## config.mk

```make
export PLATFORM = sky130hd
export DESIGN_NAME = mm2_stage
export DESIGN_NICKNAME = d
export VERILOG_FILES = /design/src/rtl/mm2_stage.sv
export SDC_FILE = /design/constraint.sdc
export NUM_CORES = 1
export LEC_CHECK = 0
export ABC_CLOCK_PERIOD_IN_PS = 3250
export CORE_ASPECT_RATIO = 1.25
export CORE_MARGIN = 3
export CORE_UTILIZATION = 42
export DETAILED_ROUTE_END_ITERATION = 12
export GPL_ROUTABILITY_DRIVEN = 0
export PLACE_DENSITY = 0.82
export SLEW_MARGIN = 20
export SYNTH_ARGS = -nofsm -noshare
export SYNTH_HDL_FRONTEND = slang
export SYNTH_SLANG_ARGS = --single-unit
```

## constraint.sdc

```tcl
create_clock -name clk -period 3.25 [get_ports clk]
set_clock_uncertainty 0.05 [all_clocks]
set_input_delay 0.65 -clock clk [delete_from_list [all_inputs] [get_ports clk]]
set_output_delay 0.65 -clock clk [all_outputs]
set_load 0.05 [all_outputs]
```

## src/rtl/mm2_stage.sv

```systemverilog
// Second memory stage: holds one instruction from MM1, waits for its data SRAM
// response, aligns load data and hands the result to WB. Orphaned responses are counted and dropped.
//
// state   | meaning
// --------+-----------------------------------------------
// S_EMPTY | no instruction held
// S_WAIT  | load/store held, awaiting its data_ok
// S_DONE  | result ready, presented to WB
module mm2_stage #(
    parameter int DISCARD_W = 2
) (
    input  logic        clk,
    input  logic        rst,
    input  logic        flush,
    input  logic        mm1_to_mm2_valid,
    output logic        mm2_allowin,
    input  logic        in_is_load,
    input  logic        in_is_store,
    input  logic        in_unsigned,
    input  logic [1:0]  in_mm_access_sz,
    input  logic [31:0] in_exe_out,
    input  logic [4:0]  in_reg_d,
    input  logic        in_reg_d_wen,
    input  logic [31:0] in_pc,
    input  logic        data_sram_data_ok,
    input  logic [31:0] data_sram_rdata,
    input  logic        wb_allowin,
    output logic        mm2_to_wb_valid,
    output logic [31:0] mm2_exe_out,
    output logic [31:0] mm2_rdata,
    output logic [4:0]  mm2_reg_d,
    output logic        mm2_reg_d_wen,
    output logic [1:0]  mm2_mm_access_sz,
    output logic [31:0] mm2_pc
);

    typedef enum logic [1:0] {
        S_EMPTY = 2'd0,
        S_WAIT  = 2'd1,
        S_DONE  = 2'd2
    } state_t;

    localparam logic [DISCARD_W-1:0] DISCARD_MAX = '1;
    localparam logic [DISCARD_W-1:0] DISCARD_ONE = DISCARD_W'(1);

    state_t               state_q, state_d;
    logic [DISCARD_W-1:0] discard_q, discard_d;
    logic [31:0]          exe_out_q;
    logic [31:0]          pc_q;
    logic [31:0]          rdata_q;
    logic [4:0]           reg_d_q;
    logic                 reg_d_wen_q;
    logic [1:0]           sz_q;
    logic                 is_load_q;
    logic                 unsigned_q;

    logic        accept;
    logic        in_is_mem;
    logic        resp_ours;
    logic [31:0] shifted;
    logic [31:0] load_data;

    assign in_is_mem   = in_is_load | in_is_store;
    assign mm2_allowin = ((state_q == S_EMPTY) || ((state_q == S_DONE) && wb_allowin))
                         && (discard_q != DISCARD_MAX);
    assign accept      = mm1_to_mm2_valid && mm2_allowin && !flush;
    // Responses are in order, so any pending orphan owns the current data_ok.
    assign resp_ours   = (state_q == S_WAIT) && data_sram_data_ok && (discard_q == '0);

    assign shifted = data_sram_rdata >> {exe_out_q[1:0], 3'b000};

    always_comb begin
        load_data = data_sram_rdata;
        case (sz_q)
            2'd0:    load_data = {{24{~unsigned_q & shifted[7]}}, shifted[7:0]};
            2'd1:    load_data = {{16{~unsigned_q & shifted[15]}}, shifted[15:0]};
            default: load_data = data_sram_rdata;
        endcase
    end

    always_comb begin
        state_d   = state_q;
        discard_d = discard_q;
        if (flush) begin
            state_d = S_EMPTY;
            // A flushed WAIT with a same-cycle response nets to no change.
            if (state_q == S_WAIT) begin
                if (!data_sram_data_ok) begin
                    discard_d = discard_q + DISCARD_ONE;
                end
            end else if (data_sram_data_ok && (discard_q != '0)) begin
                discard_d = discard_q - DISCARD_ONE;
            end
        end else begin
            if (data_sram_data_ok && (discard_q != '0)) begin
                discard_d = discard_q - DISCARD_ONE;
            end
            case (state_q)
                S_EMPTY: begin
                    if (accept) begin
                        state_d = in_is_mem ? S_WAIT : S_DONE;
                    end
                end
                S_WAIT: begin
                    if (resp_ours) begin
                        state_d = S_DONE;
                    end
                end
                S_DONE: begin
                    if (wb_allowin) begin
                        if (accept) begin
                            state_d = in_is_mem ? S_WAIT : S_DONE;
                        end else begin
                            state_d = S_EMPTY;
                        end
                    end
                end
                default: state_d = S_EMPTY;
            endcase
        end
    end

    always_ff @(posedge clk) begin
        if (rst) begin
            state_q     <= S_EMPTY;
            discard_q   <= '0;
            exe_out_q   <= '0;
            pc_q        <= '0;
            rdata_q     <= '0;
            reg_d_q     <= '0;
            reg_d_wen_q <= 1'b0;
            sz_q        <= '0;
            is_load_q   <= 1'b0;
            unsigned_q  <= 1'b0;
        end else begin
            state_q   <= state_d;
            discard_q <= discard_d;
            if (accept) begin
                exe_out_q   <= in_exe_out;
                pc_q        <= in_pc;
                rdata_q     <= '0;
                reg_d_q     <= in_reg_d;
                reg_d_wen_q <= in_reg_d_wen;
                sz_q        <= in_mm_access_sz;
                is_load_q   <= in_is_load;
                unsigned_q  <= in_unsigned;
            end else if (resp_ours && !flush) begin
                rdata_q <= is_load_q ? load_data : '0;
            end
        end
    end

    assign mm2_to_wb_valid  = (state_q == S_DONE);
    assign mm2_exe_out      = exe_out_q;
    assign mm2_rdata        = rdata_q;
    assign mm2_reg_d        = reg_d_q;
    assign mm2_reg_d_wen    = reg_d_wen_q & (state_q == S_DONE);
    assign mm2_mm_access_sz = sz_q;
    assign mm2_pc           = pc_q;

endmodule
```

==> flow_metrics.py, run 1 <==
metrics = {
    "power": {
        "p_seq_share_pct": 44.5,
        "combPwrFrac_pct": 23.9,
        "power_frac_clock_pct": 31.6,
        "intPower_mw": 2.302,
        "switching_power_mw": 0.9695,
        "leakage_nw": 2.555,
        "vdd_drop_max_uv": 315.4,
        "p_per_area_nw_per_um2": 465.2,
        "sw_frac_of_total_pct": 29.64,
    },
    "clock_network": {
        "postCtsSetupBuffers": 0,
        "clk_path_buf_depth": 2,
        "cts-root-buf": "clkbuf_16",
        "clkLatencyLatePin_ns": 0.34,
        "cts_tree": "done",
        "cts_resized": 0,
        "cts-buffers-inserted": 9,
        "clk_pin_slew_ns": 0.07,
        "htree_levels": 3,
        "cts_hold_buf": 0,
        "clock_sinks": 110,
    },
    "sta": {
        "fin_crit_sh_pct": 81.66,
        "slew_violations": 0,
        "rsz0062_at_grt": "false",
        "tightestPinTransition_ns": 0.8132,
        "hold_violations": 0,
        "max_freq_mhz": 376.8,
        "period_minus_slack_ns": 2.654,
        "finalSetupViolations": 0,
        "tns_ns": 0,
        "slew_headroom_pct": 45.79,
    },
    "final_layout": {
        "final_common_cell": "clkdlybuf4s50_1",
        "fillers": 853,
        "areaGrowthSynthToFinish_pct": 55.12,
        "post-route-cell-area_sq_um": 7032,
        "final_cell_mix": "clkdlybuf4s50_1, nand2_1, dfxtp_1, a21oi_1, a221o_1",
        "antennaDiodeCount": 0,
        "multi_input_area_sq_um": 2112,
        "nets": 841,
        "final_core_util_pct": 68.20,
        "drive_above_1_share_pct": 6.156,
        "regArea_sq_um": 2202,
    },
    "logic_synthesis": {
        "seq_area_frac_synth_pct": 48.58,
        "synthFlopType": "dfxtp_1",
        "synthCells": 530,
        "synth_area_sq_um": 4533,
        "synthArstFlopShare_pct": 0,
        "synth_cell_type_count": 47,
        "syn-num-nets": 645,
        "yosys_warnings": 0,
        "ys_ff_latch": 110,
        "synth-edff-count": 0,
        "synth.avg_cell_area_sq_um": 8.553,
    },
    "grt": {
        "grt_pass1_wl_mm": 22.85,
        "grt_pass1_vias": 4629,
        "grt.overflow.total": 0,
        "antenna_found_initial": 0,
        "grt_max_degree": 80,
        "grtUsageTotal_pct": 23.49,
    },
    "die": {
        "ios": 219,
        "die_area_sq_um": 12080,
        "dieHeight_microns": 122.2,
        "die_x_microns": 98.92,
        "start_util_pct": 43.96,
        "num_rows": 41,
        "coreArea_sq_um": 10310,
    },
    "route": {
        "post_drt_wl_per_cell_microns": 16.69,
        "wl_mm": 14.36,
        "antenna_left": 0,
        "drc_errors": 0,
        "vias": 4609,
        "via_per_inst": 5.359,
        "drt_first_pass_iters": 5,
        "drt_iter0_markers": 243,
    },
    "setup_path": {
        "worst-endpoint-required_ns": 2.55,
        "cp.arrival_ns": 1.95,
        "path_class": "reg2out",
        "cp-end-kind": "output pin",
        "startpoint_type": "flop",
        "path_max_fanout": 9,
    },
    "worst_hold_path": {
        "hp-class": "reg2reg",
    },
    "place": {
        "numPortBuffers": 218,
        "dpl-instance-area_sq_um": 6753,
        "dp_hpwl_mm": 10.71,
    },
    "job": {
        "maxCapViolations": 0,
    },
    "run_status": {
        "outcome": "complete, no violations",
    },
}
[worst max-delay path, cell delays in order, from the launching register on]
cell and delay [ns]:
dfxtp_1 0.41, nor2b_1 0.23, and2_1 0.15, clkdlybuf4s50_1 0.82
[sequential cells by signal, indices dropped and copies added (netlist names)]
register	count
mm2_exe_out	32
mm2_pc	32
mm2_rdata	32
mm2_reg_d	5
discard_q	2
mm2_mm_access_sz	2
state_q	2
is_load_q	1
reg_d_wen_q	1
unsigned_q	1
[Yosys cell counts, types with 2 or more instances]
master | instances | share of area (%)
nand2_1 | 166 | 14
buf_4 | 2 | 0.33
o21ai_0 | 4 | 0.44
nor3_1 | 6 | 0.66
a22oi_1 | 3 | 0.50
inv_1 | 4 | 0.33
buf_2 | 16 | 1.8
nor2b_1 | 3 | 0.41
nand3b_1 | 9 | 1.5
o221a_2 | 7 | 1.7
mux4_2 | 2 | 0.99
and3_1 | 7 | 0.97
buf_6 | 2 | 0.50
a22o_1 | 13 | 2.5
and2_1 | 2 | 0.28
a21oi_1 | 79 | 8.7
a221o_1 | 16 | 3.5
clkbuf_1 | 20 | 1.7
nor2_1 | 5 | 0.41
mux2i_1 | 7 | 1.5
o211ai_1 | 7 | 1.2
dfxtp_1 | 110 | 49
nand2b_1 | 6 | 0.83
buf_1 | 2 | 0.17
ha_1 | 2 | 0.55
mux2_2 | 3 | 0.75
o2bb2ai_1 | 5 | 0.97
o21a_1 | 3 | 0.50
[per-stage QoR]
step / hold WS [ns] / power (mW) / std cells / setup slack (ns)
floorplan: 0.3817 / 1.934 / 530 / 0.7735
global placement: 0.3892 / 2.237 / 844 / 0.5844
detailed placement: 0.3974 / 2.264 / 844 / 0.4951
CTS: 0.4062 / 3.288 / 860 / 0.5691
global route: 0.4233 / 3.401 / 860 / 0.4806
finish: 0.4034 / 3.271 / 860 / 0.5961
[routing by layer]
| metal | vias to the layer above | global-route usage (%) | share of wire (%) |
|---|---|---|---|
| met4 | 0 | 8.625 | 2.1 |
| met5 | - | 0 | 0 |
| li1 | 2231 | - | - |
| met3 | 25 | 7.675 | 10 |
| met1 | 2137 | 26.12 | 37 |
| met2 | 216 | 41.64 | 51 |
[final cells by class]
class	count	share of cell area, %
Clock inverter	3	0.2669
Multi-Input combinational cell	373	30.04
Sequential cell	110	31.32
Timing Repair Buffer	228	32.17
Tap cell	129	2.295
Clock buffer	13	3.701
Inverter	4	0.2135
[power groups by stage]
stage                     Combinational (mW)  Sequential, mW  Clock, mW
final                                  0.782            1.46       1.03
after global routing                   0.838            1.46       1.10
after CTS                              0.783            1.46       1.05
after detailed placement               0.779            1.49          0
after global placement                 0.756            1.48          0
after floorplan                        0.277            1.66          0
[worst paths after layout]
| path | from | cells past startpoint | slack [ns] | to |
|---|---|---|---|---|
| worst min-delay path | mm2_pc[12]$_SDFFE_PP0P_ | 2 | 0.40 | mm2_pc[12]$_SDFFE_PP0P_ |
| worst max-delay path | state_q[0]$_SDFFE_PP0P_ | 3 | 0.60 | mm2_reg_d_wen |
| worst min register to register | mm2_pc[12]$_SDFFE_PP0P_ | 2 | 0.40 | mm2_pc[12]$_SDFFE_PP0P_ |
| worst max register to register | mm2_exe_out[1]$_SDFFE_PP0P_ | 4 | 1.10 | mm2_rdata[23]$_SDFFE_PP0P_ |
[cell families after synthesis]
group                      count (synthesis)  share of synthesized area, %
muxes                                     12                         3.285
buffers and inverters                     47                         4.858
adders and majority gates                  2                        0.5519
and+or+nand+nor                          215                         21.31
DFF                                      110                         48.58
AOI/OAI and AO/OA                        144                         21.42
No activity file was read; power rests on OpenSTA's default activity.
==> inputs of run 2 (changes only) <==
--- a/config.mk
+++ b/config.mk
@@ -5,13 +5,13 @@
 export SDC_FILE = /design/constraint.sdc
 export NUM_CORES = 1
 export LEC_CHECK = 0
-export ABC_CLOCK_PERIOD_IN_PS = 3250
+export ABC_CLOCK_PERIOD_IN_PS = 2800
 export CORE_ASPECT_RATIO = 1.25
 export CORE_MARGIN = 3
-export CORE_UTILIZATION = 42
+export CORE_UTILIZATION = 41
 export DETAILED_ROUTE_END_ITERATION = 12
 export GPL_ROUTABILITY_DRIVEN = 0
-export PLACE_DENSITY = 0.82
+export PLACE_DENSITY = 0.81
 export SLEW_MARGIN = 20
 export SYNTH_ARGS = -nofsm -noshare
 export SYNTH_HDL_FRONTEND = slang
==> constraint.sdc (replaced) <==
create_clock -name clk -period 2.8 [get_ports clk]
set_clock_uncertainty 0.05 [all_clocks]
set_input_delay 0.56 -clock clk [delete_from_list [all_inputs] [get_ports clk]]
set_output_delay 0.56 -clock clk [all_outputs]
set_load 0.05 [all_outputs]
==> flow_metrics.py, run 2 (synthesized netlist as in run 1, its figures left out) <==
metrics = {
    "sta": {
        "period_minus_slack_ns": 2.610,
        "tightestPinTransition_ns": 0.7956,
        "finalSetupViolations": 0,
        "slew_headroom_pct": 46.96,
        "rsz0062_at_grt": "false",
        "timing.hold.ws_ns": 0.4051,
        "hold_violations": 0,
        "fin_crit_sh_pct": 93.21,
        "max_freq_mhz": 383.2,
        "slew_violations": 0,
        "tns_ns": 0,
    },
    "route": {
        "vias": 4610,
        "drc_errors": 0,
        "via_per_inst": 5.317,
        "antenna_left": 0,
        "drt_first_pass_iters": 5,
        "drt_iter0_markers": 221,
        "wl_mm": 14.54,
        "post_drt_wl_per_cell_microns": 16.77,
    },
    "setup_path": {
        "path_class": "reg2out",
        "startpoint_type": "flop",
        "path_max_fanout": 9,
        "cp.arrival_ns": 2.00,
        "regToRegEndpoint": "mm2_rdata[27]$_SDFFE_PP0P_",
        "reg2reg_depth": 6,
        "reg2reg_slack_ns": 0.81,
        "r2r_start": "discard_q[1]$_SDFFE_PP0P_",
        "worst-endpoint-required_ns": 2.19,
        "cp-end-kind": "output pin",
    },
    "die": {
        "num_rows": 42,
        "ios": 219,
        "dieHeight_microns": 123.6,
        "die_x_microns": 100.1,
        "die_area_sq_um": 12360,
        "start_util_pct": 42.49,
        "coreArea_sq_um": 10670,
    },
    "worst_hold_path": {
        "hold_path.startpoint": "mm2_pc[22]$_SDFFE_PP0P_",
        "hold_end": "mm2_pc[22]$_SDFFE_PP0P_",
        "whs_path_depth": 2,
        "hp-class": "reg2reg",
    },
    "final_layout": {
        "areaGrowthSynthToFinish_pct": 56.67,
        "antennaDiodeCount": 0,
        "nets": 845,
        "fillers": 886,
        "final_core_util_pct": 66.57,
        "fin_cells": 867,
        "final_cell_mix": "clkdlybuf4s50_1, nand2_1, dfxtp_1, a21oi_1, a221o_1",
        "post-route-cell-area_sq_um": 7102,
        "final_common_cell": "clkdlybuf4s50_1",
        "drive_above_1_share_pct": 6.803,
    },
    "grt": {
        "grt_pass1_vias": 4627,
        "grt_pass1_wl_mm": 22.85,
        "grt_max_degree": 78,
        "grtUsageTotal_pct": 23.12,
        "grt.overflow.total": 0,
        "antenna_found_initial": 0,
    },
    "place": {
        "dp_hpwl_mm": 10.69,
        "dpl-instance-area_sq_um": 6809,
        "numPortBuffers": 218,
        "placed_cells": 851,
    },
    "run_status": {
        "outcome": "complete, no violations",
    },
    "clock_network": {
        "cts-buffers-inserted": 9,
        "clkLatencyLatePin_ns": 0.34,
        "postCtsSetupBuffers": 0,
        "clock_sinks": 110,
        "cts-root-buf": "clkbuf_16",
        "htree_levels": 3,
        "cts_resized": 0,
        "cts_tree": "done",
        "clk_pin_slew_ns": 0.07,
        "cts_hold_buf": 0,
        "clk_path_buf_depth": 2,
    },
    "power": {
        "p_per_area_nw_per_um2": 545.6,
        "vdd_drop_max_uv": 397.0,
        "leakage_nw": 2.590,
    },
    "job": {
        "maxCapViolations": 0,
    },
}
==> run 2: per-layer routing <==
| metal | wire (microns) | global-route usage [%] | share of wire (%) |
|---|---|---|---|
| met5 | 0 | 0 | 0 |
| met4 | 373 | 9.267 | 2.6 |
| met3 | 1500 | 7.675 | 10 |
| met2 | 7170 | 39.11 | 49 |
| met1 | 5495 | 26.96 | 38 |
==> run 2: worst max path at each step <==
| stage | end | start | slack (ns) |
|---|---|---|---|
| 2_1_floorplan | mm2_reg_d_wen | state_q[0]$_SDFFE_PP0P_ | 0.46 |
| 3_5_place_dp | mm2_exe_out[16]$_SDFFE_PP0P_ | wb_allowin | 0.30 |
| 5_1_grt | mm2_reg_d_wen | state_q[0]$_SDFFE_PP0P_ | 0.10 |
| 3_3_place_gp | mm2_rdata[31]$_SDFFE_PP0P_ | data_sram_rdata[31] | 0.36 |
| 6_report | mm2_reg_d_wen | state_q[0]$_SDFFE_PP0P_ | 0.19 |
| 4_1_cts | mm2_reg_d_wen | state_q[0]$_SDFFE_PP0P_ | 0.17 |
==> run 2: power by group <==
group | total [mW] | internal [mW] | switching (mW)
Sequential | 1.69 | 1.64 | 0.0484
Clock | 1.27 | 0.697 | 0.576
Combinational | 0.915 | 0.391 | 0.524
Total | 3.87 | 2.73 | 1.15
==> run 2: critical path, stage by stage (launching register included) <==
cell and delay, ns:
dfxtp_1 0.41, nor2b_1 0.26, and2_1 0.16, clkdlybuf4s50_1 0.82
==> run 2: per-stage QoR <==
| step | power, mW | setup slack [ns] |
|---|---|---|
| after global routing | 4.031 | 0.1044 |
| after floorplan | 2.245 | 0.4557 |
| after global placement | 2.608 | 0.3592 |
| after CTS | 3.905 | 0.1674 |
| final | 3.875 | 0.1902 |
| after detailed placement | 2.635 | 0.3009 |
==> run 2: final cells by class <==
class | instances | area, sq um | share of cell area [%]
tap | 132 | 165.2 | 2.326
clock inverter | 5 | 60.06 | 0.8457
multi-input combinational | 373 | 2112 | 29.74
clock buffer | 11 | 232.7 | 3.277
inverter | 4 | 15.01 | 0.2114
timing repair buffer | 232 | 2315 | 32.59
sequential | 110 | 2202 | 31.01
